**src/rtl/fifo_rd_ctrl.sv**
```systemverilog
// fifo_rd_ctrl: read-side controller of an asynchronous FIFO.
// Brings the Gray-coded write pointer into the read clock domain through a
// flop chain. Keeps the binary and Gray read pointers, and registers the
// empty flag and the occupancy seen from the read side.
module fifo_rd_ctrl #(
  parameter int ADDR_W      = 4,
  parameter int SYNC_STAGES = 2
) (
  input  logic              clk,
  input  logic              rst,
  input  logic [ADDR_W:0]   wptr_gray_async,
  input  logic              rd_ready,
  output logic              rd_valid,
  output logic [ADDR_W-1:0] raddr,
  output logic [ADDR_W:0]   rptr_gray,
  output logic [ADDR_W:0]   rd_count
);

  function automatic logic [ADDR_W:0] bin2gray(input logic [ADDR_W:0] b);
    return b ^ (b >> 1);
  endfunction

  // Bit i of the binary value is the XOR of Gray bits ADDR_W down to i.
  function automatic logic [ADDR_W:0] gray2bin(input logic [ADDR_W:0] g);
    logic [ADDR_W:0] b;
    b[ADDR_W] = g[ADDR_W];
    for (int i = ADDR_W - 1; i >= 0; i--) begin
      b[i] = b[i+1] ^ g[i];
    end
    return b;
  endfunction

  logic [SYNC_STAGES-1:0][ADDR_W:0] r_wq;
  logic [ADDR_W:0]                  r_rbin;
  logic [ADDR_W:0]                  r_rptr_gray;
  logic [ADDR_W:0]                  r_count;
  logic                             r_empty;

  logic [ADDR_W:0]                  w_wq;
  logic [ADDR_W:0]                  w_wbin;
  logic                             w_pop;
  logic [ADDR_W:0]                  w_rbin_next;

  // Synchronizer: plain flop chain, nothing between the stages.
  always_ff @(posedge clk or posedge rst) begin
    if (rst) begin
      r_wq <= '0;
    end else begin
      r_wq[0] <= wptr_gray_async;
      for (int s = 1; s < SYNC_STAGES; s++) begin
        r_wq[s] <= r_wq[s-1];
      end
    end
  end

  assign w_wq   = r_wq[SYNC_STAGES-1];
  assign w_wbin = gray2bin(w_wq);

  // A ready held while the FIFO is empty never advances the pointer.
  assign w_pop       = ~r_empty & rd_ready;
  assign w_rbin_next = r_rbin + {{ADDR_W{1'b0}}, w_pop};

  // Read pointer, Gray copy, empty flag and occupancy all update from rbin_next
  // on the same edge. A pop and a newly arrived write pointer are therefore
  // both accounted for in one cycle.
  always_ff @(posedge clk or posedge rst) begin
    if (rst) begin
      r_rbin      <= '0;
      r_rptr_gray <= '0;
      r_count     <= '0;
      r_empty     <= 1'b1;
    end else begin
      r_rbin      <= w_rbin_next;
      r_rptr_gray <= bin2gray(w_rbin_next);
      r_count     <= w_wbin - w_rbin_next;
      r_empty     <= (bin2gray(w_rbin_next) == w_wq);
    end
  end

  assign rd_valid  = ~r_empty;
  assign raddr     = r_rbin[ADDR_W-1:0];
  assign rptr_gray = r_rptr_gray;
  assign rd_count  = r_count;

endmodule

```
**config.mk**
```make
export PLATFORM = sky130hd
export DESIGN_NAME = fifo_rd_ctrl
export DESIGN_NICKNAME = d
export VERILOG_FILES = /design/src/rtl/fifo_rd_ctrl.sv
export SDC_FILE = /design/constraint.sdc
export NUM_CORES = 1
export LEC_CHECK = 0
export BUFFER_PORTS_ARGS = -buffer_cell sky130_fd_sc_hd__buf_2
export CORE_ASPECT_RATIO = 0.8
export CORE_MARGIN = 1.5
export CORE_UTILIZATION = 35
export DETAILED_ROUTE_END_ITERATION = 6
export PLACE_DENSITY = 0.59
export SETUP_SLACK_MARGIN = 0.3
export SYNTH_ARGS = -nofsm -noshare
export SYNTH_HDL_FRONTEND = slang
export SYNTH_SLANG_ARGS = --single-unit
```
**constraint.sdc**
```tcl
create_clock -name clk -period 2.5 [get_ports clk]
set_input_delay 0 -clock clk [delete_from_list [all_inputs] [get_ports clk]]
set_output_delay 0 -clock clk [all_outputs]
set_load 0.01 [all_outputs]
```
==> flow_summary_export.csv, run 1 <==
group,metric,value,unit
run_status,status,"complete, no violations",
route,drt_iter0_drc,17,
global_route,busiest_layer,"met2",
yosys,syn_nets,93,
global_route,grt_max_degree,26,
global_route,grt.overflow.total,0,
setup_path,reg2reg_depth,10,
timing,layout_setup_ws,0.228,ns
setup_path,endpoint,"rd_count[4]",
setup_path,cp.required,2.69,ns
cts,clkSlewWorstSetupHoldPaths,0.08,ns
route,firstDrtPassIters,4,
global_route,grt_pass1_vias,658,
timing,max_freq,440,MHz
timing,fin_worst_skew,0.00167,ns
route,wl_per_cell,10.7,um
cts,clk_path_buf_depth,2,
final_layout,drive_above_1_share,39.0,%
setup_path,arrival,2.46,ns
yosys,yosys.area_share.simple,4.68,%
timing,finalHoldViolCount,0,
timing,max_slew_margin,40.3,%
cts,cts_made_buffers,3,
yosys,yosys.area.top_type_share,54.7,%
run,maxCapViolCount,0,
power_and_ir_drop,leakage,0.000690,uW
route,drc,0,
route,vias,656,
yosys,synthMuxAreaShare,0.912,%
setup_path,setup.worst_path.start,"w_wq[3]",
cts,clock_sinks,25,
power_and_ir_drop,ir_drop,527,uV
yosys,ys.flop_type,"dfrtp_1",
yosys,synthTopCellsByCount,"dfrtp_1 (24), xor2_1 (10), xnor2_1 (9)",
cts,h-tree-depth,1,
setup_path,cp-start-kind,"register",
cts,cts_tree,"yes",
final_layout,antenna_cells,0,
yosys,synth-edff-count,0,
yosys,ys_seq_area_share,57.1,%
route,ant_nets,0,
cts,clock_latency,0.26,ns
setup_path,cp-end-kind,"register",
route,viasPerCell,4.21,
global_route,grt_pass1_wl,2870,um
setup_path,worstSetupPathType,"register to register",
timing,slew_viol_final,0,
timing,rsz0062_at_grt,"true",
die,die_w,65.6,um
timing,worst_slew_pin_slew,0.894,ns
yosys,yosysMostFrequentCell,"dfrtp_1",
power_and_ir_drop,power,1880,uW
die,coreArea,2870,sq um
yosys,async_flop_share,100,%
hold_path,hold_path.class,"primary input to register",
placed_design,numPlacedInstances,140,
die,start_util,38.2,%
yosys,syn_inst,79,
yosys,yosysWarnings,0,
yosys,ys_types,23,
placed_design,routabilityCongestion,0.701,
die,io_pins,23,
timing,fin_crit,2.27,ns
power_and_ir_drop,power.density,1300,nW/um^2
die,die-area,3480,sq um
route,totalWireLength,1670,um
global_route,use_met1,15.2,%
final_layout,nets,133,
die,rows,17,
yosys,synthXorXnorAreaFrac,21.1,%
yosys,syn_area,1100,sq um
global_route,track_usage,11.3,%
placed_design,pre_cts_slack,0.128,ns
yosys,synth_top_family_by_area,"XOR/XNOR gates",
setup_path,timing.rr.end,"rd_count[4]",
yosys,yosys_register_bits,25,
setup_path,rrSetupSlack,0.23,ns
yosys,synth.largest_area_cell,"dfrtp_1",
yosys,yosys.area_share.adder,8.44,%
setup_path,crit_fanout,2,
placed_design,dp.final_hpwl,1200,um
yosys,synth_area_leaders,"dfrtp_1 (55%), xor2_1 (8.0%), xnor2_1 (7.2%)",
yosys,synth-compound-area-share,4.33,%
cts,clockRootBuffer,"clkbuf_8",
setup_path,reg2reg_from,"w_wq[3]",
global_route,gr-usage-met3,4.47,%
final_layout,areaGrowthSynthToFinish,31.2,%
global_route,use_met2,18.0,%
global_route,antenna_found_initial,0,
timing,layout_worst_path_cycle_share,90.9,%
timing,setup_tns,0,ns
die,dieHeight,53.1,um
final_layout,finalNonFillerCells,156,
yosys,syn_avg_cell_area,13.9,sq um
timing,setup_viol,0,
final_layout,final_util,50.2,%
placed_design,numPortBuffers,22,
## registers in the layout, summed over array words and instances (netlist names)
register   cells
w_wq           5
r_rbin         5
rptr_gray      4
r_empty        1
rd_count       5
r_wq           5
## report_power, final
| group | internal (uW) | switching, uW | leakage [uW] |
|---|---|---|---|
| logic | 507 | 493 | 0.000373 |
| registers | 554 | 93.5 | 0.000291 |
| clock network | 111 | 119 | 0.0000255 |
## repair_timing
item                                    4_1_cts  5_1_grt
hold buffers                                  6        0
buffers inserted                              4        2
pin swaps                                     3        2
gates resized for setup                       1        0
endpoints found under the hold margin        29        0
endpoints found under the setup margin        1        2
## cell usage in the layout (no fill, tap or decap), types with 2 or more instances in the layout
cell type and count:
dfrtp_1 24, buf_2 22, xnor2_1 9, xor2_1 9, buf_4 8, inv_1 7
dlygate4sd3_1 6, xnor2_2 3, nand2_1 3, ha_1 3, clkbuf_8 3, xor2_2 2
nand3_1 2
## layout make-up
cell class                      instances  area (sq um)
Tap cell                               38          47.5
Inverter                                7          26.3
Timing Repair Buffer                   36           230
Multi-Input combinational cell         46           463
Clock inverter                          1          5.00
Sequential cell                        25           627
Clock buffer                            3          41.3
Fill cell                             266          1430
## logic make-up after synthesis
| kind of cell | count (synthesis) |
|---|---|
| DFF | 25 |
| xor gates and xnor gates | 23 |
| and+or+nand+nor | 9 |
| buffers and inverters | 8 |
| adders and majority gates | 7 |
| AOI/OAI and AO/OA | 6 |
| muxes | 1 |
## stage by stage
step / instance area [sq um] / hold WS (ns)
floorplan: 1110 / 0.0266
CTS: 1430 / 0.234
global route: 1440 / 0.277
global placement: 1280 / 0.108
detailed placement: 1280 / 0.110
finish: 1440 / 0.246
## how the worst min path moves through the flow
stage / from / depth (start not counted) / endpoint / slack [ns]
after floorplan: rst / 1 / r_rbin[0] / 0.03
after global placement: wptr_gray_async[0] / 1 / r_wq[0] / 0.11
after detailed placement: wptr_gray_async[4] / 1 / r_wq[4] / 0.11
after CTS: rd_ready / 3 / r_rbin[0] / 0.23
after global routing: rd_ready / 3 / r_rbin[0] / 0.28
final: rd_ready / 3 / r_rbin[0] / 0.25
## worst max-delay path: stages, from the launching register on
cell and delay, ns:
dfrtp_1 0.42, xnor2_2 0.23, xnor2_2 0.17, xor2_2 0.19, xnor2_1 0.14, ha_1 0.18, inv_1 0.06, fa_2 0.35
a21oi_2 0.14, maj3_2 0.21, xnor2_1 0.10
## routing by layer
metal | part of all wire [%] | vias up
met4 | 0.24 | 0
met2 | 44 | 20
met1 | 49 | 307
met5 | 0 | -
met3 | 6.0 | 2
li1 | - | 327
(Power assumes the default switching activity.)
==> inputs of run 2 (changes only) <==
--- a/config.mk
+++ b/config.mk
@@ -5,6 +5,7 @@
 export SDC_FILE = /design/constraint.sdc
 export NUM_CORES = 1
 export LEC_CHECK = 0
+export ABC_AREA = 1
 export BUFFER_PORTS_ARGS = -buffer_cell sky130_fd_sc_hd__buf_2
 export CORE_ASPECT_RATIO = 0.8
 export CORE_MARGIN = 1.5
==> flow_summary_export.csv, run 2 <==
group,metric,value,unit
run_status,status,"complete, no violations",
die,coreArea,3180,sq um
timing,worst_slew_pin_slew,0.900,ns
route,totalWireLength,2370,um
final_layout,mostFrequentLayoutCells,"nand2_1 (26), buf_2 (22), dfrtp_1 (22), nand2_2 (15), nand3_1 (14)",
yosys,synth-edff-count,0,
power_and_ir_drop,pwr-share-comb,55.4,%
yosys,syn_avg_cell_area,9.34,sq um
final_layout,final_util,50.1,%
timing,rsz0062_at_grt,"true",
timing,setup_viol,0,
setup_path,cp-end-kind,"register",
final_layout,areaGrowthSynthToFinish,33.1,%
yosys,synth.largest_area_cell,"dfrtp_1",
setup_path,reg2reg_from,"w_wq[3]",
global_route,grt_pass1_wl,3860,um
timing,max_slew_margin,39.9,%
yosys,yosysMostFrequentCell,"nand2_1",
timing,slew_viol_final,0,
yosys,synth_area_leaders,"dfrtp_1 (50%), nand2_1 (9.4%), nand2_2 (6.3%)",
route,vias,941,
route,drt_iter0_drc,32,
power_and_ir_drop,ir_drop,553,uV
die,die-area,3780,sq um
power_and_ir_drop,power,1940,uW
timing,hold_ws,0.222,ns
timing,finalHoldViolCount,0,
final_layout,antenna_cells,0,
setup_path,arrival,2.40,ns
power_and_ir_drop,sw_frac_of_total,42.8,%
setup_path,cp-start-kind,"register",
yosys,synthTopCellsByCount,"nand2_1 (30), dfrtp_1 (24), inv_1 (14), nand3_1 (14), nand2_2 (12)",
die,dieHeight,55.3,um
global_route,grt.overflow.total,0,
setup_path,crit_fanout,3,
placed_design,dp.final_hpwl,1680,um
timing,fin_crit,2.21,ns
yosys,yosysWarnings,0,
cts,clock_latency,0.26,ns
timing,max_freq,452,MHz
timing,layout_setup_ws,0.288,ns
power_and_ir_drop,p_int,1110,uW
setup_path,worstSetupPathType,"register to register",
hold_path,min_from,"rd_ready",
route,wl_per_cell,11.3,um
global_route,grt_max_degree,26,
cts,clkSlewWorstSetupHoldPaths,0.08,ns
yosys,syn_inst,128,
final_layout,n_fill_cell,297,
timing,layout_worst_path_cycle_share,88.5,%
timing,setup_tns,0,ns
yosys,syn_nets,142,
placed_design,routabilityCongestion,0.826,
yosys,ys.flop_type,"dfrtp_1",
setup_path,setup.worst_path.start,"w_wq[3]",
die,rows,18,
die,die_w,68.3,um
final_layout,nets,184,
route,ant_nets,0,
final_layout,layout_commonest_cell,"nand2_1",
power_and_ir_drop,leakage,0.000820,uW
yosys,ys_seq_area_share,52.5,%
cts,h-tree-depth,1,
power_and_ir_drop,power.density,1220,nW/um^2
placed_design,pre_cts_slack,0.174,ns
die,io_pins,23,
hold_path,hold_path.class,"primary input to register",
setup_path,cp.required,2.69,ns
cts,cts_tree,"yes",
yosys,syn_area,1190,sq um
yosys,yosys.area.top_type_share,50.3,%
route,firstDrtPassIters,4,
yosys,yosys_register_bits,25,
power_and_ir_drop,p_clk_share,12.0,%
global_route,track_usage,13.9,%
global_route,grt_pass1_vias,863,
route,drc,0,
power_and_ir_drop,seqPwrFrac,32.6,%
cts,clk_path_buf_depth,2,
cts,clock_sinks,25,
die,start_util,37.6,%
power_and_ir_drop,p_switching,829,uW
cts,cts_made_buffers,3,
timing,fin_worst_skew,0.00275,ns
placed_design,numPortBuffers,22,
cts,clockRootBuffer,"clkbuf_8",
route,viasPerCell,4.50,
global_route,antenna_found_initial,0,
yosys,async_flop_share,100,%
final_layout,drive_above_1_share,45.6,%
run,maxCapViolCount,0,
yosys,ys_types,20,
==> run 2: changes by cell type after synthesis, moves of 4 or more <==
cell,change
inv_1,+7
inv_2,+7
nand2_1,+27
nand2_2,+12
nand3_1,+12
nor2_1,+4
xnor2_1,-6
xor2_1,-9
==> run 2: routing by layer <==
layer  share of wire [%]  GRT usage (%)  wire length, um
met2                  48           21.9             1140
met1                  46           17.9             1100
met5                   0              0                0
met3                 5.0           4.48              118
met4                0.38           4.29                9
==> run 2: worst paths after layout <==
kind	endpoint	slack, ns	cells past startpoint
max	rd_count[4]	0.29	16
min	r_rbin[0]	0.22	4
max reg2reg	rd_count[4]	0.29	16
min reg2reg	w_wq[0]	0.35	0
max in group asynchronous	w_wq[3]	1.43	3
min in group asynchronous	w_wq[2]	0.47	3
==> run 2: power groups by stage <==
stage,logic [uW],clock network [uW],registers [uW]
floorplan,659,0,672
global placement,925,0,627
detailed placement,955,0,630
CTS,1020,245,627
global route,1210,263,647
finish,1070,233,631
==> run 2: cells by family (layout without fill, tap and decap cells) <==
kind of cell / Yosys count / count (layout) / share of synthesized area (%)
flops: 25 / 25 / 52.5
simple gates: 68 / 68 / 28.6
fa+ha+maj: 6 / 6 / 6.91
compound gates: 3 / 3 / 1.57
xor+xnor: 4 / 4 / 2.93
buf+inv: 22 / 63 / 7.54
==> run 2: stage by stage <==
step	std cells	area, sq um
floorplan	128	1190
global placement	189	1340
detailed placement	189	1340
CTS	205	1530
global route	209	1590
finish	209	1590
==> run 2: timing repair <==
| action | 4_1_cts | 5_1_grt |
|---|---|---|
| hold buffers | 6 | 0 |
| endpoints found under the hold margin | 29 | 0 |
| cloned | 0 | 0 |
| endpoints found under the setup margin | 2 | 3 |
| pin swaps | 2 | 12 |
| buffers inserted | 6 | 4 |
| resized for setup | 7 | 10 |
==> run 2: layout make-up <==
| type | instances | area [sq um] | share of cell area, % |
|---|---|---|---|
| clock buffer | 3 | 41.3 | 2.60 |
| clock inverter | 1 | 5.00 | 0.315 |
| inverter | 21 | 78.8 | 4.96 |
| multi-input combinational | 81 | 541 | 34.0 |
| sequential | 25 | 629 | 39.6 |
| tap | 40 | 50.0 | 3.15 |
| timing repair buffer | 38 | 245 | 15.4 |
==> run 2: worst max-delay path: stages, from the launching register on <==
cell	delay, ns
dfrtp_2	0.45
xor2_2	0.19
nand2_1	0.08
nand2_2	0.07
inv_2	0.08
nand2_4	0.05
nand2_4	0.06
nand2_2	0.05
nand2_2	0.08
ha_4	0.14
inv_2	0.04
fa_2	0.40
nand2_2	0.08
inv_2	0.04
o21ai_2	0.09
nand2_1	0.07
xnor2_1	0.16
